**src/rtl/fir_tap_sequencer_if.sv**
```systemverilog
// Bus between the FIR tap sequencer and the MAC / final-adder stages.
// The sequencer side uses the master modport.
interface fir_tap_sequencer_if #(
    parameter int WIDTH = 16
);
    logic             iEnable;
    logic [WIDTH-1:0] iInSample;
    logic             oEnSample600k;
    logic             oMacClr;
    logic             oMacEn;
    logic [3:0]       oCoeffAddr;
    logic [WIDTH-1:0] oTap1;
    logic [WIDTH-1:0] oTap2;
    logic [WIDTH-1:0] oTap3;
    logic [WIDTH-1:0] oTap4;
    logic             oEnDelay;

    modport master (
        input  iEnable, iInSample,
        output oEnSample600k, oMacClr, oMacEn, oCoeffAddr,
        output oTap1, oTap2, oTap3, oTap4, oEnDelay
    );

    modport slave (
        output iEnable, iInSample,
        input  oEnSample600k, oMacClr, oMacEn, oCoeffAddr,
        input  oTap1, oTap2, oTap3, oTap4, oEnDelay
    );
endinterface

```
**src/rtl/fir_tap_sequencer.sv**
```systemverilog
// FIR front end: sample strobe generation, input delay line and per-period
// sequencing of four parallel MACs (clear, accumulate, sum capture).
module fir_tap_sequencer #(
    parameter int DIV          = 20,
    parameter int TAPS_PER_MAC = 10,
    parameter int WIDTH        = 16
) (
    input  logic                 iClk12M,
    input  logic                 iRsn,
    fir_tap_sequencer_if.master  bus
);
    localparam int NTAPS = 4 * TAPS_PER_MAC;
    localparam int PW    = $clog2(DIV);

    typedef enum logic [2:0] {IDLE, CLEAR, ACC, SUM, WAIT} state_t;

    state_t           rState, nState;
    logic [PW-1:0]    rPhase, nPhase;
    logic [WIDTH-1:0] rDelay [NTAPS];

    logic             rStrobe, rClr, rEn, rEnDelay;
    logic [3:0]       rAddr, nAddr;
    logic [WIDTH-1:0] rTap [4];
    logic [WIDTH-1:0] nTap [4];

    // Outputs are registered from the next-state view, so each strobe is
    // high in the cycle whose rPhase matches its nominal phase number.
    always_comb begin
        nPhase = '0;
        if (bus.iEnable)
            nPhase = (rPhase == PW'(DIV - 1)) ? '0 : rPhase + PW'(1);

        nState = rState;
        if (!bus.iEnable) begin
            nState = IDLE;
        end else begin
            case (rState)
                IDLE:    if (rStrobe) nState = CLEAR;
                CLEAR:   nState = ACC;
                ACC:     if (rPhase == PW'(TAPS_PER_MAC)) nState = SUM;
                SUM:     nState = WAIT;
                WAIT:    if (rStrobe) nState = CLEAR;
                default: nState = IDLE;
            endcase
        end

        nAddr = '0;
        for (int unsigned n = 0; n < 4; n++) nTap[n] = '0;
        if (nState == ACC) begin
            nAddr = 4'(nPhase - PW'(1));
            for (int unsigned n = 0; n < 4; n++)
                nTap[n] = rDelay[n * TAPS_PER_MAC + int'(nAddr)];
        end
    end

    always_ff @(posedge iClk12M or negedge iRsn) begin
        if (!iRsn) begin
            rPhase   <= '0;
            rState   <= IDLE;
            rStrobe  <= 1'b0;
            rClr     <= 1'b0;
            rEn      <= 1'b0;
            rEnDelay <= 1'b0;
            rAddr    <= '0;
            for (int unsigned n = 0; n < 4; n++) rTap[n] <= '0;
            for (int unsigned k = 0; k < NTAPS; k++) rDelay[k] <= '0;
        end else begin
            rPhase   <= nPhase;
            rState   <= nState;
            rStrobe  <= (nPhase == PW'(DIV - 1));
            rClr     <= (nState == CLEAR);
            rEn      <= (nState == ACC);
            rEnDelay <= (nState == SUM);
            rAddr    <= nAddr;
            for (int unsigned n = 0; n < 4; n++) rTap[n] <= nTap[n];
            if (rStrobe) begin
                rDelay[0] <= bus.iInSample;
                for (int unsigned k = 1; k < NTAPS; k++) rDelay[k] <= rDelay[k-1];
            end
        end
    end

    assign bus.oEnSample600k = rStrobe;
    assign bus.oMacClr       = rClr;
    assign bus.oMacEn        = rEn;
    assign bus.oCoeffAddr    = rAddr;
    assign bus.oEnDelay      = rEnDelay;
    assign bus.oTap1         = rTap[0];
    assign bus.oTap2         = rTap[1];
    assign bus.oTap3         = rTap[2];
    assign bus.oTap4         = rTap[3];
endmodule

```
**src/flat_wrapper.sv**
```systemverilog
// flat-port wrapper written by rule: the top's interface ports become plain ports
module fir_tap_sequencer_flat 
#(
    parameter int DIV          = 20,
    parameter int TAPS_PER_MAC = 10,
    parameter int WIDTH        = 16
)
  (iClk12M, iRsn, bus_iEnable, bus_iInSample, bus_oEnSample600k, bus_oMacClr, bus_oMacEn, bus_oCoeffAddr, bus_oTap1, bus_oTap2, bus_oTap3, bus_oTap4, bus_oEnDelay);
  fir_tap_sequencer_if #(.WIDTH(WIDTH)) bus_i ();
  input  logic iClk12M;
  input  logic iRsn;
  input wire logic [$bits(bus_i.iEnable)-1:0] bus_iEnable;
  input wire logic [$bits(bus_i.iInSample)-1:0] bus_iInSample;
  output wire logic [$bits(bus_i.oEnSample600k)-1:0] bus_oEnSample600k;
  output wire logic [$bits(bus_i.oMacClr)-1:0] bus_oMacClr;
  output wire logic [$bits(bus_i.oMacEn)-1:0] bus_oMacEn;
  output wire logic [$bits(bus_i.oCoeffAddr)-1:0] bus_oCoeffAddr;
  output wire logic [$bits(bus_i.oTap1)-1:0] bus_oTap1;
  output wire logic [$bits(bus_i.oTap2)-1:0] bus_oTap2;
  output wire logic [$bits(bus_i.oTap3)-1:0] bus_oTap3;
  output wire logic [$bits(bus_i.oTap4)-1:0] bus_oTap4;
  output wire logic [$bits(bus_i.oEnDelay)-1:0] bus_oEnDelay;
  assign bus_i.iEnable = bus_iEnable;
  assign bus_i.iInSample = bus_iInSample;
  assign bus_oEnSample600k = bus_i.oEnSample600k;
  assign bus_oMacClr = bus_i.oMacClr;
  assign bus_oMacEn = bus_i.oMacEn;
  assign bus_oCoeffAddr = bus_i.oCoeffAddr;
  assign bus_oTap1 = bus_i.oTap1;
  assign bus_oTap2 = bus_i.oTap2;
  assign bus_oTap3 = bus_i.oTap3;
  assign bus_oTap4 = bus_i.oTap4;
  assign bus_oEnDelay = bus_i.oEnDelay;
  fir_tap_sequencer #(.DIV(DIV), .TAPS_PER_MAC(TAPS_PER_MAC), .WIDTH(WIDTH)) u_core (.iClk12M(iClk12M), .iRsn(iRsn), .bus(bus_i));
endmodule
```
**config.mk**
```make
export PLATFORM = sky130hd
export DESIGN_NAME = fir_tap_sequencer_flat
export DESIGN_NICKNAME = d
export VERILOG_FILES = /design/src/rtl/fir_tap_sequencer_if.sv /design/src/rtl/fir_tap_sequencer.sv /design/src/flat_wrapper.sv
export SDC_FILE = /design/constraint.sdc
export NUM_CORES = 1
export LEC_CHECK = 0
export ABC_CLOCK_PERIOD_IN_PS = 5500
export BUFFER_PORTS_ARGS = -buffer_cell sky130_fd_sc_hd__buf_2
export CAP_MARGIN = 10
export CORE_MARGIN = 2
export CORE_UTILIZATION = 60
export DETAILED_ROUTE_END_ITERATION = 8
export GPL_ROUTABILITY_DRIVEN = 0
export PLACE_DENSITY = 0.77
export SYNTH_ARGS = -nofsm -noshare
export SYNTH_HDL_FRONTEND = slang
export SYNTH_SLANG_ARGS = --single-unit
```
**constraint.sdc**
```tcl
create_clock -name iClk12M -period 5.5 [get_ports iClk12M]
set_input_delay 0.275 -clock iClk12M [delete_from_list [all_inputs] [get_ports iClk12M]]
set_output_delay 0.275 -clock iClk12M [all_outputs]
set_load 0.02 [all_outputs]
```
Word level (Yosys, flattened, before mapping)

Index checks and enable logic that the tools add are counted.

Flip-flop bits (word level): 720
Output and inout port bits: 72
Logic and storage cells: 96

Add/subtract/negate cells: 5
Order comparisons: 4
Equal/unequal tests: 10
Muxes and demuxes: 20
Bitwise operators: 4
Reduce and logical (&&, ||, !) cells: 2

Operator list:

| cell                                                                    | count |
|---|---|
| 16-bit binary-select mux with 6-bit select                              | 4 |
| 33-bit by 7-bit >= comparator with 1-bit output (second input constant) | 4 |
| 16-bit 2-to-1 mux                                                       | 8 |
| 32-bit NOT with 33-bit output                                           | 3 |
| 64-bit 2-to-1 mux                                                       | 1 |
| 4-bit NOT with 33-bit output                                            | 1 |
| 5-bit by 4-bit adder with 6-bit output (first input constant)           | 2 |
| 3-bit by 2-bit equality test with 1-bit output (second input constant)  | 4 |
| 3-bit one-hot mux with 4 select lines                                   | 1 |
| 5-bit equality test (second input constant)                             | 2 |
| 5-bit 2-to-1 mux                                                        | 2 |
| 3-bit 2-to-1 mux                                                        | 3 |
| 3-bit by 1-bit equality test with 1-bit output (second input constant)  | 2 |
| 4-bit by 4-bit adder with 5-bit output (first input constant)           | 1 |
| 5-bit by 1-bit adder with 5-bit output (second input constant)          | 1 |
| 5-bit by 4-bit equality test with 1-bit output (second input constant)  | 1 |
| 4-bit 2-to-1 mux                                                        | 1 |
| 4-bit by 1-bit subtractor with 4-bit output (second input constant)     | 1 |
| 3-bit equality test (second input constant)                             | 1 |
| 3-bit logical NOT                                                       | 1 |
| 2-bit OR reduction                                                      | 1 |

Logic depth before layout (Yosys ltp)

Depth in word-level cells: 10
Mapped depth: 20
Gate-level depth less buffers: 14

Worst setup path before layout

Ideal clock, no wire load.

Path kind: register to register
Start point: register u_core.rPhase[0]
End point: register u_core.rTap (netlist bit u_core.bus.oTap2[10])
Setup time: 0.127 ns
Arrival: 3.966 ns
Setup slack: 1.406 ns
Cell stages (with the launch flop): 17
Period minus slack after synthesis: 4.094 ns
Cell sequence: dfrtp_1 inv_2 ha_1 nand2b_1 ha_1 inv_1 clkbuf_1 clkbuf_1 clkbuf_1 ha_1 clkbuf_1 inv_1 xnor3_1 clkbuf_1 nand2_1 a31oi_1 nand3_1

RTL lines:

| element                  | RTL line                | RTL |
|---|---|---|
| start: declaration       | fir_tap_sequencer.sv:18 | `logic [PW-1:0] rPhase, nPhase;` |
| start signal: assignment | fir_tap_sequencer.sv:68 | `rPhase <= nPhase;` |
| end: declaration         | fir_tap_sequencer.sv:23 | `logic [WIDTH-1:0] rTap [4];` |

==> flow_summary.ini <==
[drt]
totalWireLength_mm = 95.6
viasPerCell = 6.78
first_pass_iters = 6
drtAntennaViolNets = 0
drt_iter0_markers = 2387
vias = 24130
drcViolationCount = 0
routedWlPerCell_um = 26.9

[yosys]
synth_most_common_cell = dfrtp_1
avgSynthCellArea_um2 = 14.0
synthesis.area_mm2 = 0.0372
synth_area_leader_cell = dfrtp_1
synth_top_area_share = 0.485
synth-seq-area-share = 0.485
synthCells = 2665
synth.area.top_cells = dfrtp_1 (48%), mux2_2 (20%), mux4_2 (13%), mux2i_1 (6.5%), nand2_1 (2.0%)
yosysUniqueCellTypes = 60
synth_edf_count = 0
synth_commonest_cells = dfrtp_1 (720), mux2_2 (656), mux2i_1 (240)
ys_ff_latch = 720
ys.warnings.count = 0
synthArstFlopShare = 1.00
synth_fp_nets = 2693
synth_ff_type = dfrtp_1

[worst_setup_path]
crit_path_max_fanout = 32
worstPathArrival_ns = 5.10
r2r_cells = 15
cpMostUsedCell = buf_4
path_depth = 15
setup.worst_path.start = u_core.rPhase[0]
cpPeakStageDelay_ns = 1.04
crit_chain = inv_2 -> ha_1 -> nand2b_1 -> ha_4 -> nand2b_1 -> buf_4 -> o211ai_4 -> buf_4 -> inv_2 -> ha_2 -> xor3_2 -> buf_4 -> mux2i_1 -> nand2_1 -> nand3_1
cp_top_family = XOR/XNOR gates
crit_slowest_cell = xor3_2
timing.rr.start = u_core.rPhase[0]
worst_r2r_endpoint = u_core.bus.oTap4[5]
criticalPathCategory = reg2reg
rrSetupSlack_ns = 0.92
critPathCapture = u_core.bus.oTap4[5]
crit_buf_inv = 5
worst_setup_path_start_kind = flip-flop
cp.required_ns = 6.03
cp-end-kind = flip-flop

[final_layout]
area_delta_synth_final_pct = 10.3
final_nets = 2737
drive_above_1_share = 0.424
stdcell_count = 3560

[placed_design]
place_worst_setup_slack_ns = 1.13
hpwl_mm = 62.2
dp_cells = 3404
portBuffers = 90

[floorplan]
die_area_mm2 = 0.0640
fp-row-count = 91
initial_utilization = 0.605
die_x_um = 253
core_area_mm2 = 0.0615
die_y_um = 253
ioPinCount = 91

[flow_run]
maxCapViolCount = 0

[power]
fin_total_pwr_w = 0.0121
powerDensity_mw_per_mm2 = 294
p_sw_w = 0.00320
power_frac_comb = 0.139
p_int_w = 0.00885
p_leak_nw = 19.3
p_seq_frac = 0.440
ir_drop_v = 0.000260
sw_frac_of_total = 0.266
p_clk_frac = 0.421

[sta]
hold_viol_final = 0
fin_skew_ns = 0.0293
setup_ws_ns = 0.922
relSlewSlack = 0.201
min_period_ns = 4.58
slew_viol_final = 0
tns_ns = 0
rsz0062_at_grt = no
worst_slew_pin_slew_ns = 1.20
setup_violations = 0
fin_crit_sh = 0.832
fmax_mhz = 218

[grt]
grt_use_total = 0.306
antenna_found_initial = 5
grt_pass1_wl_mm = 148
grt-ovfl-total = 0
grt_max_degree = 207
grt_pass1_vias = 24877

[cts]
clockBufferDepth = 3
cts-buffers-inserted = 76
cts.sinks = 720
postCtsResizedCells = 0
clkTransAtPathRegs_ns = 0.06
clk_latency_ns = 0.63
cts_root_buf = clkbuf_16
htreeDepth = 3
cts_tree = built
hold_buffers = 17
cts_setup_buffers = 0

[run_status]
status = finished clean

[hold_path]
hold_path_class = in2reg
worstHoldPathCells = 3
## state kept, by name (all words and copies together) (netlist names)
name,cells
u_core.bus.oCoeffAddr,4
u_core.bus.oEnDelay,1
u_core.bus.oEnSample600k,1
u_core.bus.oMacClr,1
u_core.bus.oMacEn,1
u_core.bus.oTap1,16
u_core.bus.oTap2,16
u_core.bus.oTap3,16
u_core.bus.oTap4,16
u_core.rDelay,640
u_core.rPhase,5
u_core.rState,3
## final cells by class
class | instances | area (um2)
Antenna cell | 1 | 2.50
Inverter | 13 | 58.8
Timing Repair Buffer | 175 | 1340
Clock inverter | 20 | 184
Tap cell | 790 | 988
Multi-Input combinational cell | 1723 | 18200
Clock buffer | 118 | 2270
Fill cell | 4354 | 20500
Sequential cell | 720 | 18000
## through the flow
stage	hold WS (ns)	area, um2	util
5_1_grt	0.140	41000	0.667
4_1_cts	0.104	41000	0.667
2_1_floorplan	-0.0206	37200	-
3_3_place_gp	0.354	38400	0.624
6_report	0.151	41000	0.667
3_5_place_dp	0.360	38400	0.624
## per-layer routing
layer  routed length, um  part of all wire  GRT usage  vias to the layer above
met1               38500              0.40      0.420                    12639
met4                4870             0.051      0.155                        6
met2               45000              0.47      0.474                     1107
met3                7240             0.076     0.0546                      263
met5                  35           0.00037          0                        -
li1                    -                 -          -                    10115
## logic make-up (layout without fill, tap and decap cells)
| logic type | after synthesis | after routing | synth area share |
|---|---|---|---|
| fa+ha+maj | 9 | 9 | 0.00303 |
| xor+xnor | 5 | 5 | 0.00232 |
| compound gates | 196 | 196 | 0.0361 |
| buf+inv | 222 | 326 | 0.0288 |
| flops | 720 | 720 | 0.485 |
| simple gates | 389 | 389 | 0.0487 |
| other cells | 0 | 1 | 0 |
| mux | 1124 | 1124 | 0.397 |
## worst min-delay path: stages
cell and delay [ns]:
buf_2 0.17, nand2b_1 0.16, inv_1 0.10
## cell usage in the layout, fill, tap and decap left out, drive strengths merged, types with 3 or more instances in the layout
cell type / count
a21oi: 17
o21a: 3
bufinv: 3
dlygate4sd3: 17
clkbuf: 118
nand2b: 7
clkinv: 14
mux4: 212
a22oi: 19
nor4: 4
o22ai: 16
o211ai: 35
inv: 14
o21ai: 48
a31oi: 18
nand2: 199
buf: 158
and3: 31
nor3: 8
o2111ai: 16
dfrtp: 720
nor3b: 5
and2: 16
a221oi: 15
ha: 9
mux2: 671
nor2: 31
nor2b: 4
nand3: 80
a32oi: 3
mux2i: 241
## power by group through the flow
| stage | Sequential, W | Combinational (W) | Clock [W] |
|---|---|---|---|
| final | 0.00531 | 0.00167 | 0.00507 |
| after global routing | 0.00530 | 0.00177 | 0.00537 |
| after CTS | 0.00531 | 0.00165 | 0.00515 |
| after detailed placement | 0.00540 | 0.00164 | 0 |
| after global placement | 0.00540 | 0.00162 | 0 |
| after floorplan | 0.00540 | 0.00107 | 0 |
## how the worst min path moves through the flow
stage	start	to
after floorplan	iRsn	u_core.bus.oCoeffAddr[0]
after global placement	iRsn	u_core.rDelay[628]
after detailed placement	iRsn	u_core.rDelay[628]
after CTS	bus_iEnable	u_core.rPhase[1]
after global routing	bus_iEnable	u_core.rPhase[1]
final	bus_iEnable	u_core.rPhase[1]
(Power assumes the default switching activity.)
